## config.mk

```make
export PLATFORM = sky130hd
export DESIGN_NAME = sdram_test_supervisor_flat
export DESIGN_NICKNAME = d
export VERILOG_FILES = /design/src/rtl/sdram_test_supervisor_pkg.sv /design/src/rtl/sdram_test_supervisor_if.sv /design/src/rtl/sdram_sup_edge.sv /design/src/rtl/sdram_test_supervisor.sv /design/src/flat_wrapper.sv
export SDC_FILE = /design/constraint.sdc
export NUM_CORES = 1
export LEC_CHECK = 0
export ABC_AREA = 1
export BUFFER_PORTS_ARGS = -buffer_cell sky130_fd_sc_hd__buf_2
export CORE_MARGIN = 1.5
export CORE_UTILIZATION = 60
export DETAILED_ROUTE_END_ITERATION = 16
export HOLD_SLACK_MARGIN = 0.05
export MAX_ROUTING_LAYER = met4
export PLACE_DENSITY = 0.8
export SYNTH_ARGS = -nofsm -noshare
export SYNTH_HDL_FRONTEND = slang
export SYNTH_SLANG_ARGS = --single-unit
```

## constraint.sdc

```tcl
create_clock -name clock -period 2.98 [get_ports clock]
set_input_delay 0 -clock clock [delete_from_list [all_inputs] [get_ports clock]]
set_output_delay 0 -clock clock [all_outputs]
set_load 0.1 [all_outputs]
```

## src/rtl/sdram_test_supervisor_pkg.sv

```systemverilog
// sdram_test_pkg: shared state encodings and LED bit positions for the SDRAM test supervisor
package sdram_test_pkg;
   localparam logic [2:0] S_POWERUP    = 3'd0;
   localparam logic [2:0] S_INIT       = 3'd1;
   localparam logic [2:0] S_WAIT_READY = 3'd2;
   localparam logic [2:0] S_RUN        = 3'd3;
   localparam logic [2:0] S_TIMEOUT    = 3'd4;
   localparam int LED_HB   = 0;
   localparam int LED_PASS = 1;
   localparam int LED_FAIL = 2;
endpackage

```

## src/rtl/sdram_test_supervisor_if.sv

```systemverilog
// sdram_test_supervisor_if: init/ready/running/error link between the supervisor (master) and the test engine (slave)
interface sdram_test_supervisor_if;
   logic init;
   logic ready;
   logic running;
   logic error;
   modport master (output init, input ready, running, error);
   modport slave (input init, output ready, running, error);
endinterface

```

## src/rtl/sdram_sup_edge.sv

```systemverilog
// sdram_sup_edge: 1-bit rise (FALL=0) or fall (FALL=1) detector; history loads on en, clears on clr
module sdram_sup_edge #(
   parameter bit FALL = 1'b0
) (
   input  logic clock,
   input  logic reset,
   input  logic clr,
   input  logic en,
   input  logic d,
   output logic ev
);
   logic prev;
   always_ff @(posedge clock or posedge reset)
      if (reset) prev <= 1'b0;
      else if (clr) prev <= 1'b0;
      else if (en) prev <= d;
   assign ev = FALL ? prev & ~d : d & ~prev;
endmodule

```

## src/rtl/sdram_test_supervisor.sv

```systemverilog
// sdram_test_supervisor: power-up/init sequencing, ready timeout and pass/error monitoring of the SDRAM test engine
// Optional macro SDRAM_SUP_FIRST_ERR_EN adds first_err_cycle/first_err_pass capture.
module sdram_test_supervisor
   import sdram_test_pkg::*;
#(
   parameter int POWERUP_CYCLES = 20000,
   parameter int INIT_CYCLES    = 4,
   parameter int READY_TIMEOUT  = 64,
   parameter int ERR_W          = 16,
   parameter int PASS_W         = 8,
   parameter int BLINK_DIV      = 24
) (
   input  logic                  clock,
   input  logic                  reset,
   input  logic                  start,
   sdram_test_supervisor_if.master eng,
   output logic                  busy,
   output logic                  fail,
   output logic                  timeout,
   output logic [PASS_W-1:0]     pass_count,
   output logic [ERR_W-1:0]      err_count,
   output logic [2:0]            led
`ifdef SDRAM_SUP_FIRST_ERR_EN
   ,
   output logic [31:0]           first_err_cycle,
   output logic [PASS_W-1:0]     first_err_pass
`endif
);
   logic [2:0] state, nxt;
   logic [31:0] cnt;
   logic restart, run, err_rise, run_fall, err_ev, pass_ev, wrapped;
   logic fail_n, wrap_n;
   logic [ERR_W-1:0] err_n;
   logic [PASS_W-1:0] pass_n;
   assign run = state == S_RUN;
   assign restart = start && state != S_INIT;
   assign err_ev = run && err_rise;
   assign pass_ev = run && run_fall;
   // history tracks inputs only while (entering) RUN, so the entry cycle never yields a false edge
   sdram_sup_edge #(.FALL(1'b0)) u_err (.clock(clock), .reset(reset), .clr(restart), .en(nxt == S_RUN), .d(eng.error), .ev(err_rise));
   sdram_sup_edge #(.FALL(1'b1)) u_run (.clock(clock), .reset(reset), .clr(restart), .en(nxt == S_RUN), .d(eng.running), .ev(run_fall));
   always_comb begin
      nxt = restart ? S_INIT :
            state == S_POWERUP && cnt == 32'(POWERUP_CYCLES - 1) ? S_INIT :
            state == S_INIT && cnt == 32'(INIT_CYCLES - 1) ? S_WAIT_READY :
            state == S_WAIT_READY && eng.ready ? S_RUN :
            state == S_WAIT_READY && cnt == 32'(READY_TIMEOUT - 1) ? S_TIMEOUT : state;
      fail_n = restart ? 1'b0 : fail | err_ev;
      err_n = restart ? '0 : err_count + ERR_W'(err_ev && !(&err_count));
      pass_n = restart ? '0 : pass_count + PASS_W'(pass_ev);
      wrap_n = restart ? 1'b0 : wrapped | (pass_ev && &pass_count);
   end
   always_ff @(posedge clock or posedge reset)
      if (reset) begin
         state <= S_POWERUP;
         cnt <= '0;
         eng.init <= 1'b0;
         busy <= 1'b1;
         timeout <= 1'b0;
         fail <= 1'b0;
         err_count <= '0;
         pass_count <= '0;
         wrapped <= 1'b0;
         led <= '0;
      end else begin
         state <= nxt;
         cnt <= nxt != state ? '0 : cnt + 1;
         eng.init <= nxt == S_INIT;
         busy <= nxt != S_RUN && nxt != S_TIMEOUT;
         timeout <= nxt == S_TIMEOUT;
         fail <= fail_n;
         err_count <= err_n;
         pass_count <= pass_n;
         wrapped <= wrap_n;
         // cnt restarts on every state change, so its low bits double as the blink dividers
         led[LED_HB] <= nxt == S_RUN && (run && &cnt[BLINK_DIV-1:0] ? ~led[LED_HB] : led[LED_HB]);
         led[LED_PASS] <= (pass_n != '0 || wrap_n) && !fail_n;
         led[LED_FAIL] <= fail_n || (nxt == S_TIMEOUT && (state == S_TIMEOUT && &cnt[BLINK_DIV-3:0] ? ~led[LED_FAIL] : led[LED_FAIL]));
      end
`ifdef SDRAM_SUP_FIRST_ERR_EN
   logic [31:0] cyc;
   logic got;
   always_ff @(posedge clock or posedge reset)
      if (reset) begin
         cyc <= '0;
         got <= 1'b0;
         first_err_cycle <= '0;
         first_err_pass <= '0;
      end else begin
         cyc <= nxt == S_RUN && !run ? '0 : run && !(&cyc) ? cyc + 1 : cyc;
         if (restart) begin
            got <= 1'b0;
            first_err_cycle <= '0;
            first_err_pass <= '0;
         end else if (err_ev && !got) begin
            got <= 1'b1;
            first_err_cycle <= cyc;
            first_err_pass <= pass_count;
         end
      end
`endif
endmodule

```

## src/flat_wrapper.sv

```systemverilog
// flat-port wrapper written by rule: the top's interface ports become plain ports
module sdram_test_supervisor_flat import sdram_test_pkg::*;
#(
   parameter int POWERUP_CYCLES = 20000,
   parameter int INIT_CYCLES    = 4,
   parameter int READY_TIMEOUT  = 64,
   parameter int ERR_W          = 16,
   parameter int PASS_W         = 8,
   parameter int BLINK_DIV      = 24
)
  (clock, reset, start, busy, fail, timeout, pass_count, err_count, led, eng_init, eng_ready, eng_running, eng_error);
  sdram_test_supervisor_if eng_i ();
  input  logic clock;
  input  logic reset;
  input  logic start;
  output logic busy;
  output logic fail;
  output logic timeout;
  output logic [PASS_W-1:0] pass_count;
  output logic [ERR_W-1:0] err_count;
  output logic [2:0] led;
  output wire logic [$bits(eng_i.init)-1:0] eng_init;
  input wire logic [$bits(eng_i.ready)-1:0] eng_ready;
  input wire logic [$bits(eng_i.running)-1:0] eng_running;
  input wire logic [$bits(eng_i.error)-1:0] eng_error;
  assign eng_init = eng_i.init;
  assign eng_i.ready = eng_ready;
  assign eng_i.running = eng_running;
  assign eng_i.error = eng_error;
  sdram_test_supervisor #(.POWERUP_CYCLES(POWERUP_CYCLES), .INIT_CYCLES(INIT_CYCLES), .READY_TIMEOUT(READY_TIMEOUT), .ERR_W(ERR_W), .PASS_W(PASS_W), .BLINK_DIV(BLINK_DIV)) u_core (.clock(clock), .reset(reset), .start(start), .eng(eng_i), .busy(busy), .fail(fail), .timeout(timeout), .pass_count(pass_count), .err_count(err_count), .led(led));
endmodule
```

==> flow_metrics.tcl, run 1 <==
set metrics [dict create \
    yosys-top-cells-count "95 x nand2_1, 85 x nor2_1, 68 x dfrtp_1" \
    maxSlewHeadroom 0.483 \
    vias 3438 \
    wl_per_cell_microns 14.2 \
    overflow 0 \
    die_x_microns 84.6 \
    ys_ff_latch 69 \
    setup_slack_ps 397 \
    remaining_drc_errors 0 \
    path_common_cell "nor2_1" \
    synth_edf_count 0 \
    cp_cell_sequence "inv_2 > nand3_1 > nor3_2 > inv_1 > a41oi_1 > ha_1 > inv_1 > nor2_1 > nand2_1 > nor2_1 > nand2_1 > nor2_1 > nand3_1 > nor3_1 > a21oi_1 > nor2_1" \
    status "finished, final reports clean" \
    ant_nets 0 \
    cts_tree "built" \
    setup_viol 0 \
    yosysMostFrequentCell "nand2_1" \
    fin_hold_ws_ps 62.9 \
    cts_buffers 9 \
    dp_hpwl_microns 6370 \
    antenna_found_initial 0 \
    synth_ff_type "dfrtp_1" \
    crit_fanout 6 \
    hold_class "primary input to flip-flop" \
    ir_drop_mv 0.972 \
    grt_pass1_wl_microns 15000 \
    dpl_worst_slack_ps 429 \
    finalWorstPathRequiredPeriod_ps 2580 \
    layout-drive-gt1-share 0.194 \
    ios 37 \
    seq_area_sq_mm 0.00173 \
    drtIter0Drc 183 \
    die_height_microns 84.6 \
    synth_top_area_frac 0.426 \
    via_per_inst 5.47 \
    clk_latency_ps 360 \
    cp_slowest_stage_delay_ps 470 \
    p_leak_nw 2.11 \
    die_area_sq_mm 0.00715 \
    timing.setup.tns_ps 0 \
    yosys_warnings 0 \
    syn_nets 513 \
    grt_max_degree 39 \
    multi_input_area_sq_mm 0.00193 \
    start_util 0.625 \
    ys_types 30 \
    final_net_count 558 \
    rsz0062_at_grt "no" \
    syn_area_sq_mm 0.00399 \
    drv_cap 0 \
    period_share 0.867 \
    fp-row-count 29 \
    synth_area_leader_cell "dfrtp_1" \
    cts.clk_slew.worst_paths_ps 80 \
    worst_pin_slew_ps 774 \
    timing.rr.start "u_core.state[2]$_DFF_PP0_" \
    fmax_mhz 387 \
    gp_congestion 0.908 \
    grt_pass1_vias 3238 \
    root_buffer "clkbuf_8" \
    syn_inst 502 \
    slowest_stage "dfrtp_1" \
    finClkSkew_ps 11.5 \
    required_ps 3270 \
    grt.total_usage 0.274 \
    synthTopCellsByArea "dfrtp_1 43%, nand2_1 8.9%, nor2_1 8.0%" \
    area_growth_pct 11.8 \
    clock-sinks 69 \
    wl_microns 8910 \
    worstRegToRegCells 16 \
    htree_levels 3 \
    post-route-util 0.699 \
    crit_path_end_kind "flip-flop" \
    critPathKind "flip-flop to flip-flop" \
    holdPathStages 4 \
    core-area_sq_mm 0.00639 \
    yosysSeqAreaShare 0.433 \
    drt_pre_antenna_iters 5 \
    synthArstFlopShare 1.00 \
    worstSetupStartpointType "flip-flop" \
    antenna_cells 0 \
    slew_violations 0 \
    crit_start "u_core.state[2]$_DFF_PP0_" \
    hold_viol 0 \
    hp-start "eng_ready" \
    clk_path_buf_depth 2 \
    nFillCells 543 \
    crit_arrival_ps 2880 \
    power_density_mw_per_mm2 690 \
    io_buffers 36 \
    synth_area_per_cell_sq_um 7.95 \
]
[worst paths after layout]
path	slack, ps	end
hold / removal	60	u_core.state[2]$_DFF_PP0_
max in group asynchronous	1740	u_core.cnt[9]$_DFF_PP0_
min in group asynchronous	330	u_core.err_count[8]$_DFF_PP0_
setup reg to reg	400	u_core.err_count[13]$_DFF_PP0_
hold reg to reg	480	u_core.cnt[0]$_DFF_PP0_
setup / recovery	400	u_core.err_count[13]$_DFF_PP0_
[where the power goes]
part	switching (mW)	internal (mW)	total, mW
registers	0.0742	1.03	1.11
logic	0.976	0.218	1.19
clock network	0.368	0.411	0.779
total	1.42	1.66	3.08
[per-stage QoR]
step / power [mW] / area, sq um / std cells
after detailed placement: 2.31 / 4230 / 610
after floorplan: 2.18 / 3990 / 502
final: 3.08 / 4460 / 629
after global routing: 3.23 / 4460 / 629
after CTS: 3.10 / 4460 / 629
after global placement: 2.29 / 4230 / 610
[layer usage]
layer | GRT usage | vias up | share of wire
met1 | 0.361 | 1604 | 0.44
met5 | - | - | 0
met3 | 0.0639 | 27 | 0.060
met2 | 0.412 | 116 | 0.47
li1 | - | 1691 | -
met4 | 0.107 | 0 | 0.026
[final cells by class]
cell class                      count  area share
Multi-Input combinational cell    353       0.433
Sequential cell                    69       0.387
Inverter                           71      0.0597
Timing Repair Buffer               43      0.0538
Clock buffer                       11      0.0317
Tap cell                           77      0.0216
Clock inverter                      5      0.0132
[sequential cells by signal (all words and copies together) (netlist names), 3 cells and up]
name,count
u_core.state,3
u_core.pass_count,8
u_core.cnt,32
u_core.err_count,16
u_core.led,3
[repair_timing]
item | in CTS | in global routing
buffers inserted | 0 | 0
endpoints found under the setup margin | 0 | 1
hold buffers | 3 | 0
hold endpoints to repair | 38 | 0
gates resized for setup | 0 | 1
[cell usage in the layout (no fill, tap or decap)]
master / count
nand2_1: 95
inv_2: 7
nand4_1: 10
nand2_2: 6
buf_4: 4
a21oi_1: 9
ha_1: 5
dfrtp_1: 68
o21ai_2: 1
inv_6: 1
nand3_4: 1
nand3_1: 25
xnor2_1: 9
clkbuf_1: 1
nor2_1: 85
nor3_1: 24
and3_1: 1
clkbuf_8: 10
dlygate4sd3_1: 3
a41oi_1: 2
clkinv_1: 1
clkinv_2: 1
nor2_4: 1
nor2_2: 2
o21ai_0: 14
nor3_2: 32
clkinvlp_4: 2
dfstp_2: 1
nor4_1: 4
buf_2: 36
nand3_2: 1
o21ai_1: 1
inv_1: 63
bufinv_16: 1
o211a_1: 1
xor2_1: 24
[worst max-delay path, delay by kind of cell, from the launching register on]
kind,cells,cell delay [ps]
buffers and inverters,3,220
and+or+nand+nor,10,1390
AOI/OAI and AO/OA,2,260
adders and majority gates,1,200
DFF,1,470
[cells by family (layout without fill, tap and decap cells)]
| family | count (synthesis) | in the layout | synth area share |
|---|---|---|---|
| XOR/XNOR | 33 | 33 | 0.0724 |
| AND/OR/NAND/NOR | 287 | 287 | 0.355 |
| buffers and inverters | 80 | 130 | 0.0846 |
| AO/OA/AOI/OAI | 28 | 28 | 0.0392 |
| flip-flops | 69 | 69 | 0.433 |
| adder cells (fa/ha/maj) | 5 | 5 | 0.0157 |
(Power assumes the default switching activity.)
==> run 2, diff against run 1 <==
--- a/config.mk
+++ b/config.mk
@@ -7,12 +7,14 @@
 export LEC_CHECK = 0
 export ABC_AREA = 1
 export BUFFER_PORTS_ARGS = -buffer_cell sky130_fd_sc_hd__buf_2
+export CELL_PAD_IN_SITES_DETAIL_PLACEMENT = 1
+export CELL_PAD_IN_SITES_GLOBAL_PLACEMENT = 1
 export CORE_MARGIN = 1.5
-export CORE_UTILIZATION = 60
+export CORE_UTILIZATION = 44
 export DETAILED_ROUTE_END_ITERATION = 16
 export HOLD_SLACK_MARGIN = 0.05
 export MAX_ROUTING_LAYER = met4
-export PLACE_DENSITY = 0.8
+export PLACE_DENSITY_LB_ADDON = 0.1
 export SYNTH_ARGS = -nofsm -noshare
 export SYNTH_HDL_FRONTEND = slang
 export SYNTH_SLANG_ARGS = --single-unit
==> flow_metrics.tcl, run 2 (synthesized netlist as in run 1, its figures left out) <==
set metrics [dict create \
    root_buffer "clkbuf_8" \
    cts_buffers 9 \
    ant_nets 0 \
    clk_path_buf_depth 2 \
    clk_latency_ps 360 \
    vias 3364 \
    fmax_mhz 397 \
    cts_tree "built" \
    grt_pass1_wl_microns 18000 \
    die_x_microns 98.3 \
    drt_pre_antenna_iters 4 \
    die_height_microns 98.3 \
    crit_path_end_kind "flip-flop" \
    p_leak_nw 2.12 \
    largest_register_ffs 32 \
    critPathKind "flip-flop to flip-flop" \
    antenna_found_initial 0 \
    reg_top3 "u_core.cnt x32, u_core.err_count x16, u_core.pass_count x8" \
    grt_max_degree 46 \
    rsz0062_at_grt "no" \
    final_cell_mix "95 x nand2_1, 84 x nor2_1, 68 x dfrtp_1, 63 x inv_1, 36 x buf_2" \
    required_ps 3260 \
    post-route-util 0.516 \
    core-area_sq_mm 0.00876 \
    dp_hpwl_microns 7580 \
    setup_slack_ps 459 \
    grt_pass1_vias 3597 \
    overflow 0 \
    antenna_cells 0 \
    status "finished, final reports clean" \
    dpl_worst_slack_ps 285 \
    start_util 0.456 \
    finClkSkew_ps 18.4 \
    via_per_inst 5.09 \
    gp_congestion 0.872 \
    finalWorstPathRequiredPeriod_ps 2520 \
    clock-sinks 69 \
    layout-drive-gt1-share 0.201 \
    crit_arrival_ps 2800 \
    crit_fanout 6 \
    slew_violations 0 \
    period_share 0.846 \
    ios 37 \
    drv_cap 0 \
    drtIter0Drc 141 \
    wl_microns 10300 \
    io_buffers 36 \
    worst_pin_slew_ps 600 \
    maxSlewHeadroom 0.600 \
    power_density_mw_per_mm2 692 \
    nFillCells 1109 \
    grt.total_usage 0.239 \
    fp-row-count 34 \
    final_common_cell "nand2_1" \
    area_growth_pct 13.3 \
    hold_viol 0 \
    final_net_count 559 \
    remaining_drc_errors 0 \
    timing.setup.tns_ps 0 \
    setup_viol 0 \
    htree_levels 3 \
    ir_drop_mv 0.652 \
    wl_per_cell_microns 15.6 \
    die_area_sq_mm 0.00965 \
    cts.clk_slew.worst_paths_ps 90 \
    worstSetupStartpointType "flip-flop" \
    top_register "u_core.cnt" \
    hold_class "primary input to flip-flop" \
]
## run 2: final timing paths
| kind | from | end | slack (ps) | cells after the start |
|---|---|---|---|---|
| worst max-delay path | u_core.state[2]$_DFF_PP0_ | u_core.err_count[14]$_DFF_PP0_ | 460 | 15 |
| min in group asynchronous | reset | u_core.cnt[11]$_DFF_PP0_ | 240 | 3 |
| max in group asynchronous | reset | u_core.state[1]$_DFF_PP0_ | 1750 | 4 |
| worst min-delay path | start | u_core.err_count[1]$_DFF_PP0_ | 60 | 4 |
| worst min register to register | u_core.cnt[0]$_DFF_PP0_ | u_core.cnt[0]$_DFF_PP0_ | 480 | 1 |
| worst max register to register | u_core.state[2]$_DFF_PP0_ | u_core.err_count[14]$_DFF_PP0_ | 460 | 15 |
## run 2: final cells by class
cell class / instances / area [sq um] / share of cell area
clock buffers: 11 / 141 / 0.0313
clock inverters: 5 / 60.1 / 0.0133
inverters: 71 / 267 / 0.0589
multi-input cells: 353 / 1950 / 0.430
flip-flops and latches: 69 / 1730 / 0.382
well taps: 108 / 135 / 0.0299
repair buffers: 44 / 248 / 0.0548
## run 2: stage by stage
stage | instances | area [sq um] | power, mW | hold slack (ps)
6_report | 661 | 4520 | 3.13 | 62.1
5_1_grt | 661 | 4520 | 3.31 | 79.1
4_1_cts | 661 | 4510 | 3.17 | 57.8
3_5_place_dp | 642 | 4270 | 2.36 | 88.7
3_3_place_gp | 642 | 4270 | 2.34 | 80.3
2_1_floorplan | 502 | 3990 | 2.18 | 117
## run 2: repair_timing
action	in CTS	in global routing
resized for setup	0	4
buffers inserted	0	0
endpoints found under the hold margin	26	0
endpoints found under the setup margin	0	5
hold buffers	3	0
## run 2: layer usage
layer / share of wire / vias up / track usage
met5: 0 / - / -
met4: 0.013 / 0 / 0.0661
met3: 0.027 / 14 / 0.0387
met2: 0.46 / 41 / 0.361
met1: 0.50 / 1620 / 0.336
li1: - / 1689 / -
## run 2: worst max-delay path: stages (launching register included)
cell and delay (ps):
dfrtp_1 480, inv_2 120, nand3_1 150, nor3_2 190, inv_1 60, a41oi_1 160, ha_1 200, ha_1 170
nand2_1 60, inv_1 70, nand2_1 100, nor4_2 220, nand2_1 170, nor2_1 120, nor2_1 50, nor3_1 140
## run 2: power breakdown
group	leakage [nW]	total, mW	internal [mW]	switching (mW)
combinational	1.08	1.22	0.228	0.994
clock	0.0999	0.800	0.413	0.387
sequential	0.944	1.11	1.03	0.0752
total	2.12	3.13	1.67	1.46
==> run 3, diff against run 2 <==
==> constraint.sdc (replaced) <==
create_clock -name clock -period 2.35 [get_ports clock]
set_input_delay 0 -clock clock [delete_from_list [all_inputs] [get_ports clock]]
set_output_delay 0 -clock clock [all_outputs]
set_load 0.1 [all_outputs]
==> flow_metrics.tcl, run 3 (synthesized netlist as in run 1, its figures left out) <==
set metrics [dict create \
    power_mw 4.16 \
    instances_no_fill 686 \
    clk_latency_ps 350 \
    r2r-end "u_core.err_count[13]$_DFF_PP0_" \
    crit_start "u_core.state[2]$_DFF_PP0_" \
    fp-row-count 34 \
    worstSetupStartpointType "flip-flop" \
    largest_register_ffs 32 \
    wl_per_cell_microns 16.5 \
    root_buffer "clkbuf_8" \
    die_x_microns 98.3 \
    critPathKind "flip-flop to flip-flop" \
    status "finished, final reports clean" \
    start_util 0.456 \
    dp_hpwl_microns 7920 \
    fmax_mhz 427 \
    ant_nets 0 \
    grt_pass1_vias 3699 \
    holdPathEnd "u_core.state[2]$_DFF_PP0_" \
    fin_hold_ws_ps 67.8 \
    remaining_drc_errors 0 \
    drv_cap 0 \
    overflow 0 \
    cts_tree "built" \
    power_density_mw_per_mm2 848 \
    finalWorstPathRequiredPeriod_ps 2340 \
    die_area_sq_mm 0.00965 \
    vias 3550 \
    cts.clk_slew.worst_paths_ps 80 \
    maxSlewHeadroom 0.662 \
    timing.rr.start "u_core.state[2]$_DFF_PP0_" \
    dp_cells 650 \
    crit_arrival_ps 2620 \
    grt_pass1_wl_microns 18500 \
    final_cell_mix "87 x nand2_1, 80 x nor2_1, 57 x inv_1, 51 x dfrtp_1, 36 x buf_2" \
    ios 37 \
    reg_top3 "u_core.cnt x32, u_core.err_count x16, u_core.pass_count x8" \
    place_area_sq_mm 0.00441 \
    holdPathStages 4 \
    crit_path_end_kind "flip-flop" \
    ff2ff_setup_slack_ps 6 \
    crit_fanout 3 \
    worst_pin_slew_ps 510 \
    clock-sinks 69 \
    clk_path_buf_depth 2 \
    gp_congestion 0.878 \
    setup_viol 0 \
    layout-drive-gt1-share 0.315 \
    ir_drop_mv 1.00 \
    grt.total_usage 0.248 \
    htree_levels 3 \
    hold_viol 0 \
    top_register "u_core.cnt" \
    final_common_cell "nand2_1" \
    hp-start "eng_ready" \
    hold_class "primary input to flip-flop" \
    drtIter0Drc 111 \
    grt_max_degree 33 \
    area_growth_pct 22.7 \
    required_ps 2620 \
    rsz0062_at_grt "yes" \
    antenna_found_initial 0 \
    design_area_sq_mm 0.00490 \
    die_height_microns 98.3 \
    slew_violations 0 \
    wl_microns 11300 \
    p_leak_nw 2.25 \
    io_buffers 36 \
    period_share 0.998 \
    worstRegToRegCells 16 \
    via_per_inst 5.17 \
    cts_buffers 9 \
    drt_pre_antenna_iters 5 \
    finClkSkew_ps 11.0 \
    core-area_sq_mm 0.00876 \
    antenna_cells 0 \
    final_net_count 584 \
]
run 3: cell count changes in the layout (fill, tap and decap cells not counted), moves of 4 or more:
cell | previous run | this run
o21ai_0 | 14 | 10
ha_1 | 5 | 1
inv_1 | 63 | 57
nand2_2 | 6 | 13
nand2_1 | 95 | 87
dfrtp_1 | 68 | 51
buf_4 | 5 | 27
dfrtp_2 | 0 | 17
inv_2 | 7 | 13
nor2_1 | 84 | 80
run 3: worst max path at each step:
stage	slack [ps]	endpoint
4_1_cts	2	u_core.err_count[13]$_DFF_PP0_
5_1_grt	-140	u_core.err_count[14]$_DFF_PP0_
3_3_place_gp	90	u_core.err_count[13]$_DFF_PP0_
3_5_place_dp	-180	u_core.err_count[13]$_DFF_PP0_
6_report	6	u_core.err_count[13]$_DFF_PP0_
2_1_floorplan	2	u_core.err_count[14]$_DFF_PP0_
run 3: per-stage QoR:
stage	setup WS (ps)	TNS, ps	util
floorplan	1.93	0	-
global placement	93.2	0	0.503
detailed placement	-182	-521	0.503
CTS	1.97	0	0.541
global route	-142	-703	0.559
finish	5.82	0	0.559
run 3: power breakdown:
part,switching (mW),total (mW),internal [mW]
clock network,0.499,0.988,0.489
logic,1.34,1.76,0.419
registers,0.0948,1.41,1.31
run 3: final cells by class:
| class | instances | area (sq um) |
|---|---|---|
| timing repair buffer | 69 | 464 |
| inverter | 71 | 267 |
| clock inverter | 6 | 63.8 |
| fill | 1110 | 3860 |
| clock buffer | 10 | 128 |
| sequential | 69 | 1750 |
| tap | 108 | 135 |
| multi-input combinational | 353 | 2090 |
run 3: repair_timing:
item / 4_1_cts / 5_1_grt
endpoints found under the hold margin: 38 / 0
cloned: 0 / 0
resized for setup: 10 / 34
buffers inserted: 11 / 7
hold buffers: 3 / 0
endpoints found under the setup margin: 6 / 12
pin swaps: 9 / 14
run 3: worst max-delay path, cell delays in order, from the launching register on:
cell and delay (ps):
dfrtp_1 390, inv_2 80, nand3_4 80, nor3_4 150, inv_2 50, a41oi_2 150
ha_2 250, inv_2 60, nor2_4 120, nand2_2 110, nor2_4 140, nand2_2 80
nor2_4 130, nand3_4 100, nor3_4 150, a21oi_1 90, nor2_1 140
run 3: routing by layer:
metal	global-route usage	share of wire	vias up
met1	0.336	0.47	1756
met5	-	0	-
met4	0.0748	0.016	0
li1	-	-	1735
met3	0.0279	0.018	17
met2	0.394	0.49	42
